===== src/rtl/rr_stream_mux_arbiter_pkg.sv =====
// Shared definitions for the round-robin stream mux arbiter.
//   arb_state_t : arbiter FSM encoding (IDLE, LOCKED)
//   MAX_SEL_W   : widest grant index supported (NUM_REQ up to 8)
//   next_ptr()  : wrapping increment of a grant index for a power-of-two
//                 requester count
package mux_pkg;

  localparam int unsigned MAX_SEL_W = 3;

  typedef enum logic {
    IDLE   = 1'b0,
    LOCKED = 1'b1
  } arb_state_t;

  // NUM_REQ is a power of two, so masking the incremented index by
  // num_req-1 reproduces the natural SEL_W wrap for every legal size.
  function automatic logic [MAX_SEL_W-1:0] next_ptr(
    input logic [MAX_SEL_W-1:0] gnt,
    input int unsigned          num_req
  );
    logic [MAX_SEL_W-1:0] mask;
    mask = MAX_SEL_W'(num_req - 1);
    return (gnt + 1'b1) & mask;
  endfunction

endpackage


===== src/rtl/rr_stream_mux_arbiter_rr_pick.sv =====
// Combinational round-robin picker.
//   req : request vector, one bit per requester
//   ptr : highest-priority index for this pick
//   any : at least one request bit set
//   win : first set request index searching ptr, ptr+1, ... (wrapping)
module rr_pick #(
  parameter  int unsigned NUM_REQ = 4,
  localparam int unsigned SEL_W   = $clog2(NUM_REQ)
) (
  input  logic [NUM_REQ-1:0] req,
  input  logic [SEL_W-1:0]   ptr,
  output logic               any,
  output logic [SEL_W-1:0]   win
);

  logic [2*NUM_REQ-1:0] dbl;
  logic [NUM_REQ-1:0]   rot;

  // Doubling the request vector turns the wrapping search into a plain
  // shift: bit i of rot is requester (ptr+i) mod NUM_REQ.
  always_comb begin
    dbl = {req, req};
    rot = NUM_REQ'(dbl >> ptr);
    any = 1'b0;
    win = '0;
    for (int unsigned i = 0; i < NUM_REQ; i++) begin
      if (!any && rot[i]) begin
        any = 1'b1;
        win = SEL_W'(i + 32'(ptr));
      end
    end
  end

endmodule


===== src/rtl/rr_stream_mux_arbiter.sv =====
// Round-robin stream mux: shares one registered output stream among
// NUM_REQ valid/ready requesters. A grant is locked until the winner's
// last beat is accepted; arbitration costs one idle cycle per packet.
//   clk, rst       : clock, synchronous active-high reset
//   req_valid/last : per-requester beat valid and end-of-packet flag
//   req_data       : flattened data, requester i at [i*DATAWIDTH +: DATAWIDTH]
//   req_ready      : per-requester ready, at most one bit set
//   out_valid/data/last/src : registered output beat and its source index
//   out_ready      : downstream ready
module rr_stream_mux_arbiter
  import mux_pkg::*;
#(
  parameter  int unsigned DATAWIDTH = 8,
  parameter  int unsigned NUM_REQ   = 4,
  localparam int unsigned SEL_W     = $clog2(NUM_REQ)
) (
  input  logic                         clk,
  input  logic                         rst,
  input  logic [NUM_REQ-1:0]           req_valid,
  input  logic [NUM_REQ-1:0]           req_last,
  input  logic [NUM_REQ*DATAWIDTH-1:0] req_data,
  output logic [NUM_REQ-1:0]           req_ready,
  output logic                         out_valid,
  output logic [DATAWIDTH-1:0]         out_data,
  output logic                         out_last,
  output logic [SEL_W-1:0]             out_src,
  input  logic                         out_ready
);

  arb_state_t           state, state_n;
  logic [SEL_W-1:0]     gnt, gnt_n;
  logic [SEL_W-1:0]     ptr, ptr_n;
  logic                 pick_any;
  logic [SEL_W-1:0]     pick_win;
  logic                 load_en;
  logic                 accept;
  logic [DATAWIDTH-1:0] req_word [NUM_REQ];

  rr_pick #(.NUM_REQ(NUM_REQ)) u_pick (
    .req (req_valid),
    .ptr (ptr),
    .any (pick_any),
    .win (pick_win)
  );

  always_comb begin
    for (int unsigned i = 0; i < NUM_REQ; i++) begin
      req_word[i] = req_data[i*DATAWIDTH +: DATAWIDTH];
    end
  end

  // Output register can take a beat when empty or draining this cycle.
  assign load_en = !out_valid || out_ready;
  assign accept  = (state == LOCKED) && req_valid[gnt] && load_en;

  always_comb begin
    req_ready = '0;
    if (state == LOCKED) begin
      req_ready[gnt] = load_en;
    end
  end

  always_comb begin
    state_n = state;
    gnt_n   = gnt;
    ptr_n   = ptr;
    unique case (state)
      IDLE: begin
        if (pick_any) begin
          state_n = LOCKED;
          gnt_n   = pick_win;
        end
      end
      LOCKED: begin
        if (accept && req_last[gnt]) begin
          state_n = IDLE;
          ptr_n   = SEL_W'(next_ptr(MAX_SEL_W'(gnt), NUM_REQ));
        end
      end
      default: state_n = IDLE;
    endcase
  end

  always_ff @(posedge clk) begin
    if (rst) begin
      state <= IDLE;
      gnt   <= '0;
      ptr   <= '0;
    end else begin
      state <= state_n;
      gnt   <= gnt_n;
      ptr   <= ptr_n;
    end
  end

  // A load in the same cycle as a drain overwrites the register, which
  // keeps a packet streaming at one beat per cycle.
  always_ff @(posedge clk) begin
    if (rst) begin
      out_valid <= 1'b0;
      out_data  <= '0;
      out_last  <= 1'b0;
      out_src   <= '0;
    end else if (accept) begin
      out_valid <= 1'b1;
      out_data  <= req_word[gnt];
      out_last  <= req_last[gnt];
      out_src   <= gnt;
    end else if (out_ready) begin
      out_valid <= 1'b0;
    end
  end

endmodule


===== config.mk =====
export PLATFORM = sky130hd
export DESIGN_NAME = rr_stream_mux_arbiter
export DESIGN_NICKNAME = d
export VERILOG_FILES = /design/src/rtl/rr_stream_mux_arbiter_pkg.sv /design/src/rtl/rr_stream_mux_arbiter_rr_pick.sv /design/src/rtl/rr_stream_mux_arbiter.sv
export SDC_FILE = /design/constraint.sdc
export NUM_CORES = 1
export LEC_CHECK = 0
export CAP_MARGIN = 20
export CORE_MARGIN = 1.5
export CORE_UTILIZATION = 41
export DETAILED_ROUTE_END_ITERATION = 7
export HOLD_SLACK_MARGIN = 0.08
export PLACE_DENSITY = 0.85
export SYNTH_ARGS = -nofsm -noshare
export SYNTH_HDL_FRONTEND = slang
export SYNTH_HIERARCHICAL = 1
export SYNTH_SLANG_ARGS = --single-unit

===== constraint.sdc =====
create_clock -name clk -period 2.4 [get_ports clk]
set_input_delay 0.48 -clock clk [delete_from_list [all_inputs] [get_ports clk]]
set_output_delay 0.48 -clock clk [all_outputs]
set_load 0.01 [all_outputs]

Yosys cells after proc, flatten, opt, wreduce, memory -nomap -nowiden

Cells that the tools add are included.

Register bits: 17
Latch bits: 0
Memory bits (writable): 0
ROM bits: 0
Input port bits: 43
Output and inout port bits: 16
Logic and storage cells: 56
Memories kept: 0

$add $sub $neg: 4
Multipliers: 0
Divide/modulo/power cells: 0
Magnitude comparators: 3
Equality and inequality tests: 0
Shift operators: 1
Mux-type cells: 23
Bitwise gates (word level): 3
Reductions and logical operators: 15

Operator list:

| cell                                                                         | number |
|---|---|
| 8-bit binary-select mux with 2-bit select                                    | 1 |
| 8-bit 2-to-1 mux                                                             | 2 |
| 1-bit 2-to-1 mux                                                             | 11 |
| 2-bit 2-to-1 mux                                                             | 4 |
| 8-bit by 2-bit >> shifter with 4-bit output                                  | 1 |
| 1-bit logical AND                                                            | 7 |
| 2-bit adder, first input constant                                            | 2 |
| 4-bit AND                                                                    | 1 |
| 1-bit binary-select mux with 2-bit select                                    | 2 |
| 1-bit logical NOT                                                            | 4 |
| 4-bit 2-to-1 mux                                                             | 1 |
| 2-bit AND reduction                                                          | 2 |
| 3-bit >= comparator, second input constant                                   | 1 |
| 2-bit by 3-bit less-than comparator with 1-bit output, second input constant | 1 |
| 2-bit NOT with 3-bit output                                                  | 1 |
| 1-bit by 2-bit adder with 2-bit output, first input constant                 | 1 |
| 2-bit by 1-bit adder with 2-bit output, second input constant                | 1 |
| 1-bit demux with 2-bit select                                                | 1 |
| 2-bit by 1-bit >= comparator with 1-bit output, second input constant        | 1 |
| 1-bit one-hot mux with 2 select lines                                        | 1 |
| 2-bit nonzero test                                                           | 1 |
| 1-bit logical OR                                                             | 1 |
| 1-bit NOT                                                                    | 1 |

Longest topological paths before layout

Word-level depth: 13
Mapped depth: 6
Mapped depth without buffers: 5

Cells and area by module

The synthesis kept the hierarchy.

By module, submodules not included:

| module                | times used | cells an instance | area an instance (µm²) | sequential area each (µm²) |
|---|---|---|---|---|
| rr_stream_mux_arbiter | 1          | 90                | 988.4                  | 340.3 |
| rr_pick               | 1          | 12                | 73.8                   | 0.0 |

Worst setup path before layout

No wires, ideal clock.

Path type: reg-to-output
Start point: register gnt[1]
End point: output req_ready[1]
Data arrival time: 1226 ps
Data required time: 1920 ps
Setup slack: 694 ps
Stages on the path, launching flop included: 5
Path buffers: 1
Path through: dfxtp_1 -> buf_1 -> inv_1 -> ha_1 -> and3_1

Word-level cells in the longest chain between the ends: 6
Elaborated cells on any way between the ends: 7
Those cells by class: 2 x order compare; 3 x mux; 1 x bitwise; 1 x reduce/logical

Ends and longest elaborated chain:

| item                                                                                                                                          | RTL line                    | text |
|---|---|---|
| from (decl)                                                                                                                                   | rr_stream_mux_arbiter.sv:31 | `logic [SEL_W-1:0] gnt, gnt_n;` |
| from (signal assigned)                                                                                                                        | rr_stream_mux_arbiter.sv:91 | `gnt <= gnt_n;` |
| 2-bit by 3-bit less-than comparator with 1-bit output (not written as such) or 2-bit by 1-bit >= comparator with 1-bit output (tied branches) | rr_stream_mux_arbiter.sv:59 | `req_ready[gnt] = load_en;` |
| 1-bit logical AND (not written as such)                                                                                                       | rr_stream_mux_arbiter.sv:59 |  |
| 1-bit 2-to-1 mux (not written as such)                                                                                                        | rr_stream_mux_arbiter.sv:59 |  |
| 1-bit demux with 2-bit select *                                                                                                               | rr_stream_mux_arbiter.sv:59 |  |
| 4-bit AND (no line) *                                                                                                                         | -                           |  |
| 4-bit 2-to-1 mux *                                                                                                                            | rr_stream_mux_arbiter.sv:58 | `if (state == LOCKED) begin` |
| to (decl)                                                                                                                                     | rr_stream_mux_arbiter.sv:22 | `output logic [NUM_REQ-1:0] req_ready,` |

Mark *: on every way between the ends. The rest lies on a longest branch, timed or not.

Worst setup path after layout

Start point: input out_ready
End point: output req_ready[1]

Word-level cells in the longest chain between the ends: 3

Ends and longest elaborated chain:

| item                | RTL line                    | text |
|---|---|---|
| from (decl)         | rr_stream_mux_arbiter.sv:27 | `input logic out_ready` |
| 1-bit logical OR    | rr_stream_mux_arbiter.sv:53 | `assign load_en = !out_valid \|\| out_ready;` |
| 4-bit AND (no line) | -                           |  |
| 4-bit 2-to-1 mux    | rr_stream_mux_arbiter.sv:58 |  |

No other way between the ends.

==> flow_summary.yaml <==
detailed_routing:
  drc: 0
  drt_iter0_markers: 17
  dr_total_vias: 1033
  viasPerCell: 5.41
  final_antenna_net_count: 0
  firstDrtPassIters: 4
  wl_per_cell_um: 14.9
  wl_mm: 2.84
worst_setup_path:
  regToRegSetupSlack_ns: 0.53
  crit_buf_inv: 2
  slowest_stage: "clkdlybuf4s50_1"
  r2r_end: "out_data[5]$_SDFFE_PP0P_"
  crit_required_ns: 1.92
  critPathTopFamily: "buffers and inverters"
  cpMostUsedCell: "clkdlybuf4s50_1"
  cp-start-kind: "input pin"
  path_class: "input pin to output pin"
  critPathMaxStageDelay_ns: 0.54
  timing.rr.start: "gnt[0]$_SDFFE_PP0P_"
  cp_cell_sequence: "clkdlybuf4s50_1 -> nand2b_1 -> and3_1 -> clkdlybuf4s50_1"
  reg2reg_depth: 6
  cp-end-kind: "output pin"
  worst-path-stages: 4
  crit_fanout: 5
  cp.arrival_ns: 1.81
timing:
  period_share: 0.954
  period_needed_ns: 2.29
  worst_pin_slew_ns: 0.704
  fin_worst_skew_ns: 0.00466
  slew_headroom: 0.529
  setup_viol_count_final: 0
  max_freq_mhz: 437
  hold_viol_final: 0
  holdWs_ns: 0.507
  drv_slew: 0
  rsz0062_at_grt: "no"
  tns_ns: 0
yosys:
  synth_common_cells: "nor2_1 (18), dfxtp_1 (17), mux2i_1 (12)"
  yosysSeqAreaShare: 0.320
  synth_top_area_share: 0.320
  syn_nets: 149
  synth_enable_flop_cells: 0
  synth_cell_types: 26
  synth_area_um2: 1060
  yosys-top-cells-area: "dfxtp_1 (32%), mux4_2 (17%), mux2i_1 (11%), nor2_1 (6.4%), mux4_1 (4.9%)"
  synth_top_cell_by_area: "dfxtp_1"
  synth_ff_type: "dfxtp_1"
  synthCells: 102
  ys_seq_elements: 17
  synth_area_per_cell_um2: 10.4
  ys_warn_count: 6
  yosysMostFrequentCell: "nor2_1"
  async_flop_share: 0
die:
  design.core.area_um2: 2450
  die_area_um2: 2910
  fp-row-count: 18
  ios: 59
  die_h_um: 53.9
  die_w_um: 53.9
  start_util: 0.433
placed_design:
  io_buffers: 58
  place_congestion: 0.799
  dp.final_hpwl_mm: 2.30
cts:
  postCtsHoldBufs: 0
  htree_levels: 1
  cts.sinks: 17
  clk_latency_ns: 0.30
  post_cts_resize_count: 0
  cts_buffers: 3
  cts_tree: "done"
  postCtsSetupBuffers: 0
  cts.clk_slew.worst_paths_ns: 0.10
  cts-root-buf: "clkbuf_4"
  cts_max_path_buffers: 2
outcome:
  outcome: "finished, final reports clean"
power:
  powerDensity_nw_per_um2: 419
  leakage_nw: 0.688
  peakVddDrop_uv: 388
grt:
  grt_use_total: 0.195
  grt_pass1_vias: 941
  grt_max_degree: 18
  antenna_found_initial: 0
  grt_overflow_total: 0
  grt_pass1_wl_mm: 3.97
cells_and_area:
  drive_gt1_frac: 0.124
  n_fill_cell: 199
  multi_input_area_um2: 661
  n_antenna_cell: 0
  syn2layout_area_growth_pct: 61.0
  regArea_um2: 340
  layout.nets: 209
min_path:
  min_from: "out_data[1]$_SDFFE_PP0P_"
  hp-class: "flip-flop to flip-flop"
  timing.hold.worst_endpoint: "out_data[1]$_SDFFE_PP0P_"
  hold_path_depth: 2
flow_run:
  maxCapViolations: 0
[final cells by class]
cell class | instances | share of cell area
inverter | 4 | 0.00878
timing repair buffer | 63 | 0.369
multi-input combinational | 73 | 0.386
clock buffer | 4 | 0.0154
tap | 30 | 0.0219
sequential | 17 | 0.199
[power by group]
group | total, W | switching, W | internal (W)
clock network | 0.000159 | 0.0000943 | 0.0000649
registers | 0.000316 | 0.0000150 | 0.000301
logic | 0.000242 | 0.0000849 | 0.000157
total | 0.000717 | 0.000194 | 0.000523
[cell usage in the layout, fill, tap and decap left out, drive strengths merged, types with 3 or more instances in the layout]
cell type,netlist,routed
and3,4,4
ha,4,4
mux2i,12,12
inv,4,4
dfxtp,17,17
mux4,10,10
clkbuf,4,4
nor2,18,18
nand2,3,3
clkdlybuf4s50,0,58
a21oi,8,8
buf,4,5
[worst register-to-register path, stage by stage (launching register included)]
cell and delay (ns):
dfxtp_1 0.43, buf_4 0.21, mux4_2 0.54, nand3_1 0.15, buf_12 0.16, mux2i_1 0.19
nor2_1 0.05
[kinds of logic after synthesis]
kind of cell    count (synthesis)  share of synthesized area
simple gates                   32                      0.147
mux                            23                      0.343
flops                          17                      0.320
compound gates                 14                     0.0848
buf+inv                        12                     0.0577
fa+ha+maj                       4                     0.0471
[state kept, by name, indices dropped and copies added (netlist names)]
register / count
out_data: 8
out_last: 1
out_src: 2
out_valid: 1
gnt: 2
ptr: 2
state: 1
[worst max-delay path by stage]
| stage | startpoint | end | slack [ns] |
|---|---|---|---|
| 6_report | out_ready | req_ready[1] | 0.11 |
| 5_1_grt | out_ready | req_ready[1] | 0.02 |
| 4_1_cts | out_ready | req_ready[1] | 0.09 |
| 3_5_place_dp | out_ready | req_ready[1] | 0.09 |
| 3_3_place_gp | out_ready | req_ready[0] | 0.14 |
| 2_1_floorplan | gnt[1]$_SDFFE_PP0P_ | req_ready[1] | 0.69 |
[metrics by stage]
step | cell area [um^2] | worst slack [ns] | util | instances | total power (W)
global placement | 1680 | 0.144 | 0.686 | 187 | 0.000557
detailed placement | 1680 | 0.0907 | 0.686 | 187 | 0.000565
finish | 1710 | 0.111 | 0.697 | 191 | 0.000717
floorplan | 1060 | 0.694 | - | 102 | 0.000437
CTS | 1710 | 0.0907 | 0.697 | 191 | 0.000721
global route | 1710 | 0.0245 | 0.697 | 191 | 0.000749
[metal layers]
metal | vias to the layer above | GRT usage | wire (um)
met5 | - | 0 | 0
met4 | 0 | 0.0726 | 42
met3 | 6 | 0.0611 | 119
met2 | 28 | 0.339 | 1580
met1 | 506 | 0.221 | 1100
li1 | 493 | - | -
(Power assumes the default switching activity.)
